--- src/rtl/stroke_interpolator.sv ---
// Joins successive centre-of-mass points with Bresenham lines and streams one
// frame-buffer address per pixel over a valid/ready handshake.
module stroke_interpolator #(
  parameter int unsigned H_PIXELS = 320,
  parameter int unsigned V_PIXELS = 240,
  parameter int unsigned MAX_JUMP = 64
) (
  input  logic        clk_in,
  input  logic        rst_n_in,
  input  logic [10:0] x_com_in,
  input  logic [9:0]  y_com_in,
  input  logic        com_valid_in,
  input  logic        pen_down_in,
  output logic [16:0] pixel_addr_out,
  output logic        pixel_valid_out,
  input  logic        pixel_ready_in,
  output logic        busy_out,
  output logic        dropped_out
);

  typedef enum logic [1:0] {StIdle, StSetup, StDraw} state_e;

  state_e             state_q, state_d;
  logic               has_prev_q, has_prev_d;
  logic [10:0]        prev_x_q, prev_x_d;
  logic [9:0]         prev_y_q, prev_y_d;
  logic [10:0]        tgt_x_q, tgt_x_d;
  logic [9:0]         tgt_y_q, tgt_y_d;
  logic [10:0]        cur_x_q, cur_x_d;
  logic [9:0]         cur_y_q, cur_y_d;
  logic signed [12:0] dx_q, dx_d;
  logic signed [12:0] dy_q, dy_d;
  logic signed [12:0] err_q, err_d;
  logic               sx_neg_q, sx_neg_d;
  logic               sy_neg_q, sy_neg_d;
  logic [16:0]        addr_q, addr_d;
  logic               valid_q, valid_d;
  logic               busy_q, busy_d;
  logic               dropped_q, dropped_d;

  function automatic logic [16:0] addr_of(input logic [10:0] x, input logic [9:0] y);
    if (H_PIXELS == 320) begin
      return ({7'd0, y} << 8) + ({7'd0, y} << 6) + {6'd0, x};
    end else begin
      return 17'((32'(y) * H_PIXELS) + 32'(x));
    end
  endfunction

  // Input clamp
  logic [10:0] x_clamp;
  logic [9:0]  y_clamp;
  always_comb begin
    x_clamp = (32'(x_com_in) > (H_PIXELS - 1)) ? 11'(H_PIXELS - 1) : x_com_in;
    y_clamp = (32'(y_com_in) > (V_PIXELS - 1)) ? 10'(V_PIXELS - 1) : y_com_in;
  end

  // Segment geometry from prev to target, used in SETUP
  logic signed [12:0] diff_x, diff_y;
  logic [12:0]        adx, ady;
  logic               jump;
  logic signed [12:0] setup_dx, setup_dy;
  always_comb begin
    diff_x   = $signed({2'b00, tgt_x_q}) - $signed({2'b00, prev_x_q});
    diff_y   = $signed({3'b000, tgt_y_q}) - $signed({3'b000, prev_y_q});
    adx      = diff_x[12] ? $unsigned(-diff_x) : $unsigned(diff_x);
    ady      = diff_y[12] ? $unsigned(-diff_y) : $unsigned(diff_y);
    jump     = !has_prev_q || (adx > 13'(MAX_JUMP)) || (ady > 13'(MAX_JUMP));
    setup_dx = $signed(adx);
    setup_dy = -$signed(ady);
  end

  // One Bresenham step; SETUP steps from prev, DRAW from the current point
  logic [10:0]        st_x, nx;
  logic [9:0]         st_y, ny;
  logic signed [12:0] st_err, st_dx, st_dy, nerr;
  logic               st_sx_neg, st_sy_neg;
  logic signed [13:0] e2;
  logic               step_x, step_y;
  always_comb begin
    if (state_q == StSetup) begin
      st_x      = prev_x_q;
      st_y      = prev_y_q;
      st_err    = setup_dx + setup_dy;
      st_dx     = setup_dx;
      st_dy     = setup_dy;
      st_sx_neg = diff_x[12];
      st_sy_neg = diff_y[12];
    end else begin
      st_x      = cur_x_q;
      st_y      = cur_y_q;
      st_err    = err_q;
      st_dx     = dx_q;
      st_dy     = dy_q;
      st_sx_neg = sx_neg_q;
      st_sy_neg = sy_neg_q;
    end
    e2     = $signed({st_err, 1'b0});
    step_x = e2 >= $signed({st_dy[12], st_dy});
    step_y = e2 <= $signed({st_dx[12], st_dx});
    nerr   = st_err + (step_x ? st_dy : 13'sd0) + (step_y ? st_dx : 13'sd0);
    nx     = step_x ? (st_sx_neg ? st_x - 11'd1 : st_x + 11'd1) : st_x;
    ny     = step_y ? (st_sy_neg ? st_y - 10'd1 : st_y + 10'd1) : st_y;
  end

  logic at_target;
  assign at_target = (cur_x_q == tgt_x_q) && (cur_y_q == tgt_y_q);

  always_comb begin
    state_d    = state_q;
    has_prev_d = has_prev_q;
    prev_x_d   = prev_x_q;
    prev_y_d   = prev_y_q;
    tgt_x_d    = tgt_x_q;
    tgt_y_d    = tgt_y_q;
    cur_x_d    = cur_x_q;
    cur_y_d    = cur_y_q;
    dx_d       = dx_q;
    dy_d       = dy_q;
    err_d      = err_q;
    sx_neg_d   = sx_neg_q;
    sy_neg_d   = sy_neg_q;
    addr_d     = addr_q;
    valid_d    = valid_q;
    dropped_d  = com_valid_in && (state_q != StIdle);

    unique case (state_q)
      StIdle: begin
        if (com_valid_in) begin
          if (pen_down_in) begin
            tgt_x_d = x_clamp;
            tgt_y_d = y_clamp;
            state_d = StSetup;
          end else begin
            has_prev_d = 1'b0;
            prev_x_d   = x_clamp;
            prev_y_d   = y_clamp;
          end
        end
      end
      StSetup: begin
        if (jump) begin
          cur_x_d = tgt_x_q;
          cur_y_d = tgt_y_q;
          addr_d  = addr_of(tgt_x_q, tgt_y_q);
          valid_d = 1'b1;
          state_d = StDraw;
        end else if ((adx == 13'd0) && (ady == 13'd0)) begin
          state_d = StIdle;
        end else begin
          dx_d     = setup_dx;
          dy_d     = setup_dy;
          sx_neg_d = diff_x[12];
          sy_neg_d = diff_y[12];
          err_d    = nerr;
          cur_x_d  = nx;
          cur_y_d  = ny;
          addr_d   = addr_of(nx, ny);
          valid_d  = 1'b1;
          state_d  = StDraw;
        end
      end
      StDraw: begin
        if (valid_q && pixel_ready_in) begin
          if (at_target) begin
            valid_d    = 1'b0;
            prev_x_d   = tgt_x_q;
            prev_y_d   = tgt_y_q;
            has_prev_d = 1'b1;
            state_d    = StIdle;
          end else begin
            err_d   = nerr;
            cur_x_d = nx;
            cur_y_d = ny;
            addr_d  = addr_of(nx, ny);
          end
        end
      end
      default: state_d = StIdle;
    endcase

    busy_d = (state_d != StIdle);
  end

  always_ff @(posedge clk_in or negedge rst_n_in) begin
    if (!rst_n_in) begin
      state_q    <= StIdle;
      has_prev_q <= 1'b0;
      prev_x_q   <= '0;
      prev_y_q   <= '0;
      tgt_x_q    <= '0;
      tgt_y_q    <= '0;
      cur_x_q    <= '0;
      cur_y_q    <= '0;
      dx_q       <= '0;
      dy_q       <= '0;
      err_q      <= '0;
      sx_neg_q   <= 1'b0;
      sy_neg_q   <= 1'b0;
      addr_q     <= '0;
      valid_q    <= 1'b0;
      busy_q     <= 1'b0;
      dropped_q  <= 1'b0;
    end else begin
      state_q    <= state_d;
      has_prev_q <= has_prev_d;
      prev_x_q   <= prev_x_d;
      prev_y_q   <= prev_y_d;
      tgt_x_q    <= tgt_x_d;
      tgt_y_q    <= tgt_y_d;
      cur_x_q    <= cur_x_d;
      cur_y_q    <= cur_y_d;
      dx_q       <= dx_d;
      dy_q       <= dy_d;
      err_q      <= err_d;
      sx_neg_q   <= sx_neg_d;
      sy_neg_q   <= sy_neg_d;
      addr_q     <= addr_d;
      valid_q    <= valid_d;
      busy_q     <= busy_d;
      dropped_q  <= dropped_d;
    end
  end

  assign pixel_addr_out  = addr_q;
  assign pixel_valid_out = valid_q;
  assign busy_out        = busy_q;
  assign dropped_out     = dropped_q;

endmodule

--- config.mk ---
export PLATFORM = sky130hd
export DESIGN_NAME = stroke_interpolator
export DESIGN_NICKNAME = d
export VERILOG_FILES = /design/src/rtl/stroke_interpolator.sv
export SDC_FILE = /design/constraint.sdc
export NUM_CORES = 1
export LEC_CHECK = 0
export BUFFER_PORTS_ARGS = -buffer_cell sky130_fd_sc_hd__buf_2
export CAP_MARGIN = 20
export CORE_MARGIN = 1
export CORE_UTILIZATION = 50
export DETAILED_ROUTE_END_ITERATION = 7
export PLACE_DENSITY = 0.74
export SETUP_SLACK_MARGIN = 0.1
export SLEW_MARGIN = 20
export SYNTH_ARGS = -nofsm -noshare
export SYNTH_HDL_FRONTEND = slang
export SYNTH_SLANG_ARGS = --single-unit
--- constraint.sdc ---
create_clock -name clk_in -period 8.5 [get_ports clk_in]
set_input_delay 0.425 -clock clk_in [delete_from_list [all_inputs] [get_ports clk_in]]
set_output_delay 0.425 -clock clk_in [all_outputs]
set_load 0.02 [all_outputs]
==> metrics, run 1 <==
core footprint=0.02425 mm^2; Reg clk slew, reported paths=0.06 ns; row cnt=57; RR Endpoint=err_q[11]; synthesized area=0.01235 mm^2; largest family of logic cells by synthesized area=compound AO/OA/AOI/OAI gates; Clock Path Buffers=2; hold path endpoint=dropped_out; Chip Height=159.2 um; Slew headroom=0.3527; area delta synth->final=20.36%; count of cell types in the netlist=85; Filler cells=1,979; Port Buffers=45; Post-DP HPWL=24,500 um; Placed Cells=1,794; Worst path max stage delay=0.49 ns; layout cells sized above 1=0.2617; Clock Skews=0.02251 ns; Worst Path Required=8.82 ns; failing checks=negative setup slack; critical path arrival=8.84 ns; Levels on crit path=48; TritonCTS Sinks=121; Via density=5.873; Final Instance Count excl. Fillers=1,864; status=complete, but fails checks; Nets=1,704; met2 global-route usage=0.4490; die area=0.02533 mm^2; Yosys warning total=0; RSZ-0062 raised after global routing=yes; Antenna diodes=0; die width=159.2 um; r2r setup slk=-0.02 ns; hold wc startpoint=com_valid_in; most frequent cells in the layout=nand2_1 (122), dfrtp_1 (120), o21ai_0 (116), buf_4 (113), ha_1 (110); Tmin final=8.521 ns; GRT met1 Usage=0.3341; largest net degree at the start of global routing=74; met3 Use GR=0.03959; Final Setup Violations=1; Crit-path slowest cell=fa_1; worst skew pair latency=0.44 ns; Post-Synth Adder-Cell Area=0.1676; Setup crit end kind=flip-flop; fmax=117.4 MHz; Root Driver=clkbuf_16; xor/xnor cell area share of the yosys netlist=0.08005; share of the synthesized area in the top cell type=0.2452; Mapped Nets=1,573; max-slew violations=0; Pre-antenna DRT Iters=6; worst hold stages=3; Reg2Reg Depth=48; via count=10,950; routability cong.=0.9066; vias in the first global route=10,710; CTS H-tree depth=4; total CTS buffers=17; DRT antenna net count=0; maxcap violations=0; CP Max Fanout=6; drt first-iter violations=856; final worst-path cycle share=1.003; total wire length=34,440 um; gr ovfl total=0; Top FF cell, synth=dfrtp_1; Critical Path Start Type=flip-flop; asr flop ratio synth=1.000; busiest grt layer=met2; CTS tree=built; synthesis-stage register bit count=121; number of synthesized flops with an enable pin=0; synthesized area per cell=8.845 um^2; drt wl/cell=18.48 um; final worst slack=-0.02140 ns; Crit Path Category=reg -> reg; simple logic cell fraction of the synthesized area=0.1521; first-pass GRT wire length=53,770 um; Crit path max-delay family=compound AO/OA/AOI/OAI gates; Buf/Inv on CP=5; Worst Hold Class=in -> reg; Fin. Hold Viols=0; io pins=46; complex-gate fraction of the synthesized area=0.1766; mux cell area share after synthesis=0.1256; number of remaining DRC errors=0; critical path's most frequent cell=a21oi_2; RR Startpoint=tgt_y_q[0]; register area share after synthesis=0.2452; ranking of synthesized cells by area=dfrtp_1 (25%), ha_1 (13%), mux2_2 (6.1%); Total Routing Usage GR=0.2636; worst slew pin tran=0.9709 ns; Initial Utilization=0.5092; largest area contributor in the netlist=dfrtp_1; commonest non-fill, non-tap cell in the layout=nand2_1; Cells after Synth=1,396; initial antenna violation count=0
-- worst min-delay path, cell delays in order --
cell and delay, ns:
buf_2 0.11, inv_1 0.06, nor2_1 0.05
-- Yosys cell counts, drive strengths merged (3+ instances only) --
master  count
dfrtp     121
mux2       79
xnor2      73
a21o       34
o21a       16
buf        26
clkbuf     25
nor4b       3
ha        127
nor4        7
nand2b     19
a31oi       6
fa         24
a31o        4
nor2       69
nor2b      13
nand2     123
a211o       3
nor3       23
a21oi      76
o211ai     10
o41ai       3
o21bai     18
and3       15
nand4b      3
or2        20
o211a       3
nand3      23
inv       102
and2       21
o22ai       3
xor2       39
o21ai     134
mux2i      62
or3         9
nand4      14
a211oi      7
-- per-layer routing --
metal	part of all wire	vias up
met5	0	-
met4	0.032	0
met3	0.051	87
met2	0.49	362
met1	0.43	5302
li1	-	5197
-- logic make-up after synthesis --
family	Yosys count
buffers and inverters	153
AOI/OAI and AO/OA	344
DFF	121
adders and majority gates	151
and+or+nand+nor	374
xor gates and xnor gates	112
muxes	141
-- worst max-delay path by stage --
stage                startpoint                  to
floorplan            tgt_y_q[0]           err_q[11]
global placement     tgt_y_q[0]  pixel_addr_out[16]
detailed placement   tgt_y_q[0]  pixel_addr_out[16]
CTS                 prev_x_q[1]  pixel_addr_out[16]
global route         tgt_y_q[0]  pixel_addr_out[16]
finish               tgt_y_q[0]           err_q[11]
-- repair_timing --
| item | in CTS | in global routing |
|---|---|---|
| cloned | 0 | 0 |
| buffers inserted | 23 | 16 |
| endpoints found under the setup margin | 6 | 12 |
| pin swaps | 22 | 41 |
| gates resized for setup | 28 | 76 |
| hold buffers | 1 | 0 |
| hold endpoints to repair | 48 | 0 |
-- cell type report --
cell class | instances | area, um^2 | share of cell area
well taps | 324 | 405.4 | 0.02728
inverters | 102 | 382.9 | 0.02576
clock buffers | 18 | 439.2 | 0.02955
multi-input cells | 1122 | 9280 | 0.6244
repair buffers | 163 | 1139 | 0.07661
flip-flops and latches | 121 | 3029 | 0.2038
clock inverters | 14 | 186.4 | 0.01254
-- flip-flops by register name, summed over array words and instances (netlist names), 2 cells and up --
signal and flops:
dx_q 13, dy_q 13, err_q 13, cur_x_q 11
pixel_addr_out 11, prev_x_q 11, tgt_x_q 11, cur_y_q 10
prev_y_q 10, tgt_y_q 10, state_q 2
-- per-stage QoR --
step	util	setup slack (ns)	setup TNS, ns	hold slack (ns)	area [um^2]
after floorplan	-	0.05773	0	0.1294	12470
after global placement	0.5541	0.1587	0	0.4031	13440
after detailed placement	0.5541	-0.1499	-0.3445	0.4111	13440
after CTS	0.5926	0.02057	0	0.2362	14370
after global routing	0.6129	-0.4901	-2.411	0.2630	14860
final	0.6129	-0.02140	-0.02140	0.2488	14860
Power of run 1 is left out: the tool's default activity adds up to more than one toggle a clock period on the data nets, which glitch-free logic cannot reach.
==> run 2, diff against run 1 <==
--- a/config.mk
+++ b/config.mk
@@ -9,6 +9,8 @@
 export CAP_MARGIN = 20
 export CORE_MARGIN = 1
 export CORE_UTILIZATION = 50
+export CTS_BUF_LIST = sky130_fd_sc_hd__clkbuf_4
+export CTS_CLUSTER_DIAMETER = 200
 export DETAILED_ROUTE_END_ITERATION = 7
 export PLACE_DENSITY = 0.74
 export SETUP_SLACK_MARGIN = 0.1
==> run 2 against run 1 <==
The run ends with design-rule violations left. Register-to-register slack improved by 0.17 ns. Clock-buffer cell count down 1. Final cell count rose by 0.48%. Clock skew increased by 0.031 ns. Critical endpoint unchanged. Fmax is 2.1% higher. Final area down 2.0%. Sequential share of layout area is 0.42 points higher. First-iteration DRC count shrank 17%.
==> metrics, run 2 (synthesis results as in run 1) <==
RR Endpoint=err_q[11] (unchanged); die width=159.2 um (unchanged); Final Setup Violations=0 (was 1); Pre-antenna DRT Iters=8 (was 6); worst slew pin tran=0.9661 ns (was 0.9709 ns); drt wl/cell=17.76 um (was 18.48 um); Filler cells=2,070 (was 1,979); number of remaining DRC errors=1 (was 0); row cnt=57 (unchanged); drt first-iter violations=713 (was 856); commonest non-fill, non-tap cell in the layout=nand2_1 (unchanged); CP Max Fanout=6 (unchanged); Via density=5.783 (was 5.873); total wire length=33,270 um (was 34,440 um); Critical Path Start Type=flip-flop (unchanged); hold path endpoint=tgt_x_q[5] (was dropped_out); Reg clk slew, reported paths=0.17 ns (was 0.06 ns); via count=10,830 (was 10,950); Initial Utilization=0.5092 (unchanged); gr ovfl total=0 (unchanged); multi-input logic area=0.009225 mm^2 (was 0.009280 mm^2); layout cells sized above 1=0.2629 (was 0.2617); FF+latch area=0.003029 mm^2 (unchanged); Crit Path Category=reg -> reg (unchanged); io pins=46 (unchanged); Slew headroom=0.3559 (was 0.3527); die area=0.02533 mm^2 (unchanged); most frequent cells in the layout=nand2_1 (122), buf_4 (121), dfrtp_1 (120), o21ai_0 (114), ha_1 (110) (was nand2_1 (122), dfrtp_1 (120), o21ai_0 (116), buf_4 (113), ha_1 (110)); CTS H-tree depth=4 (unchanged); fmax=119.8 MHz (was 117.4 MHz); initial antenna violation count=1 (was 0); Clock Path Buffers=2 (unchanged); core footprint=0.02425 mm^2 (unchanged); Setup crit end kind=flip-flop (unchanged); r2r setup slk=0.15 ns (was -0.02 ns); RSZ-0062 raised after global routing=yes (unchanged); largest net degree at the start of global routing=74 (unchanged); Port Buffers=45 (unchanged); Root Driver=clkbuf_4 (was clkbuf_16); Post-DP HPWL=24,500 um (unchanged); Worst Hold Slack=0.09252 ns (was 0.2488 ns); CTS tree=built (unchanged); maxcap violations=0 (unchanged); Worst path max stage delay=0.50 ns (was 0.49 ns); area delta synth->final=17.93% (was 20.36%); final worst-path cycle share=0.9822 (was 1.003); RR Startpoint=tgt_y_q[0] (unchanged); Tmin final=8.348 ns (was 8.521 ns); status=complete, but fails checks (unchanged); routability cong.=0.9066 (unchanged); Clock Skews=0.05344 ns (was 0.02251 ns); vias in the first global route=10,540 (was 10,710); TritonCTS Sinks=121 (unchanged); Chip Height=159.2 um (unchanged); worst skew pair latency=0.59 ns (was 0.44 ns); Worst Path Required=8.97 ns (was 8.82 ns); critical path's most frequent cell=a21oi_2 (unchanged); Total Routing Usage GR=0.2589 (was 0.2636); Crit-path slowest cell=fa_1 (unchanged); DRT antenna net count=0 (unchanged); worst hold stages=3 (unchanged); Fin. Hold Viols=0 (unchanged); total CTS buffers=17 (unchanged); Reg2Reg Depth=48 (unchanged); critical path arrival=8.82 ns (was 8.84 ns); hold wc startpoint=x_com_in[5] (was com_valid_in); Largest regs=dx_q x13, dy_q x13, err_q x13 (unchanged); Nets=1,712 (was 1,704); max-slew violations=0 (unchanged); failing checks=design-rule violations (was negative setup slack); setup TNS=0 ns (was -0.02140 ns); Worst Hold Class=in -> reg (unchanged); first-pass GRT wire length=52,910 um (was 53,770 um)
[run 2: cell count changes in the layout (fill, tap and decap cells not counted), sizes merged]
cell / delta
clkbuf: -1
buf: +8
clkinv: +1
diode: +1
[run 2: through the flow]
step                setup WS (ns)  instances    util  cell area, um^2
global route              -0.2934       1873  0.6005            14560
global placement           0.1587       1794  0.5541            13440
detailed placement        -0.1499       1794  0.5541            13440
finish                     0.1516       1873  0.6005            14560
CTS                       0.05196       1857  0.5844            14170
floorplan                 0.05773       1396       -            12470
[run 2: worst max path at each step]
stage                              end  slack (ns)  depth (start not counted)   startpoint
floorplan                    err_q[11]        0.06                         48   tgt_y_q[0]
global placement    pixel_addr_out[16]        0.16                         46   tgt_y_q[0]
detailed placement  pixel_addr_out[16]       -0.15                         46   tgt_y_q[0]
CTS                          err_q[12]        0.05                         42  prev_y_q[5]
global route                 err_q[11]       -0.29                         48   tgt_y_q[0]
finish                       err_q[11]        0.15                         48   tgt_y_q[0]
[run 2: per-layer routing]
layer	vias up	global-route usage	part of all wire
li1	5216	-	-
met1	5204	0.3339	0.44
met2	348	0.4362	0.48
met3	64	0.04090	0.048
met4	0	0.09747	0.029
met5	-	0	0
[run 2: critical path, delay by kind of cell, from the launching register on]
| kind | cells | cell delay (ns) |
|---|---|---|
| and+or+nand+nor | 7 | 0.73 |
| DFF | 1 | 0.43 |
| adders and majority gates | 8 | 2.33 |
| muxes | 2 | 0.55 |
| AOI/OAI and AO/OA | 23 | 3.49 |
| xor gates and xnor gates | 3 | 0.37 |
| buffers and inverters | 5 | 0.37 |
[run 2: area by class of cell]
type / instances / share of cell area
clock inverters: 15 / 0.01306
well taps: 324 / 0.02784
clock buffers: 17 / 0.008764
diodes: 1 / 0.0001719
repair buffers: 171 / 0.08232
multi-input cells: 1122 / 0.6335
inverters: 102 / 0.02629
flip-flops and latches: 121 / 0.2080
[run 2: what timing repair did]
item,in CTS,in global routing
pin swaps,29,34
setup buffers,30,16
hold endpoints to repair,48,0
gates resized for setup,33,66
setup endpoints to repair,5,12
hold buffers,1,0
Power of run 2 is left out for the same reason.
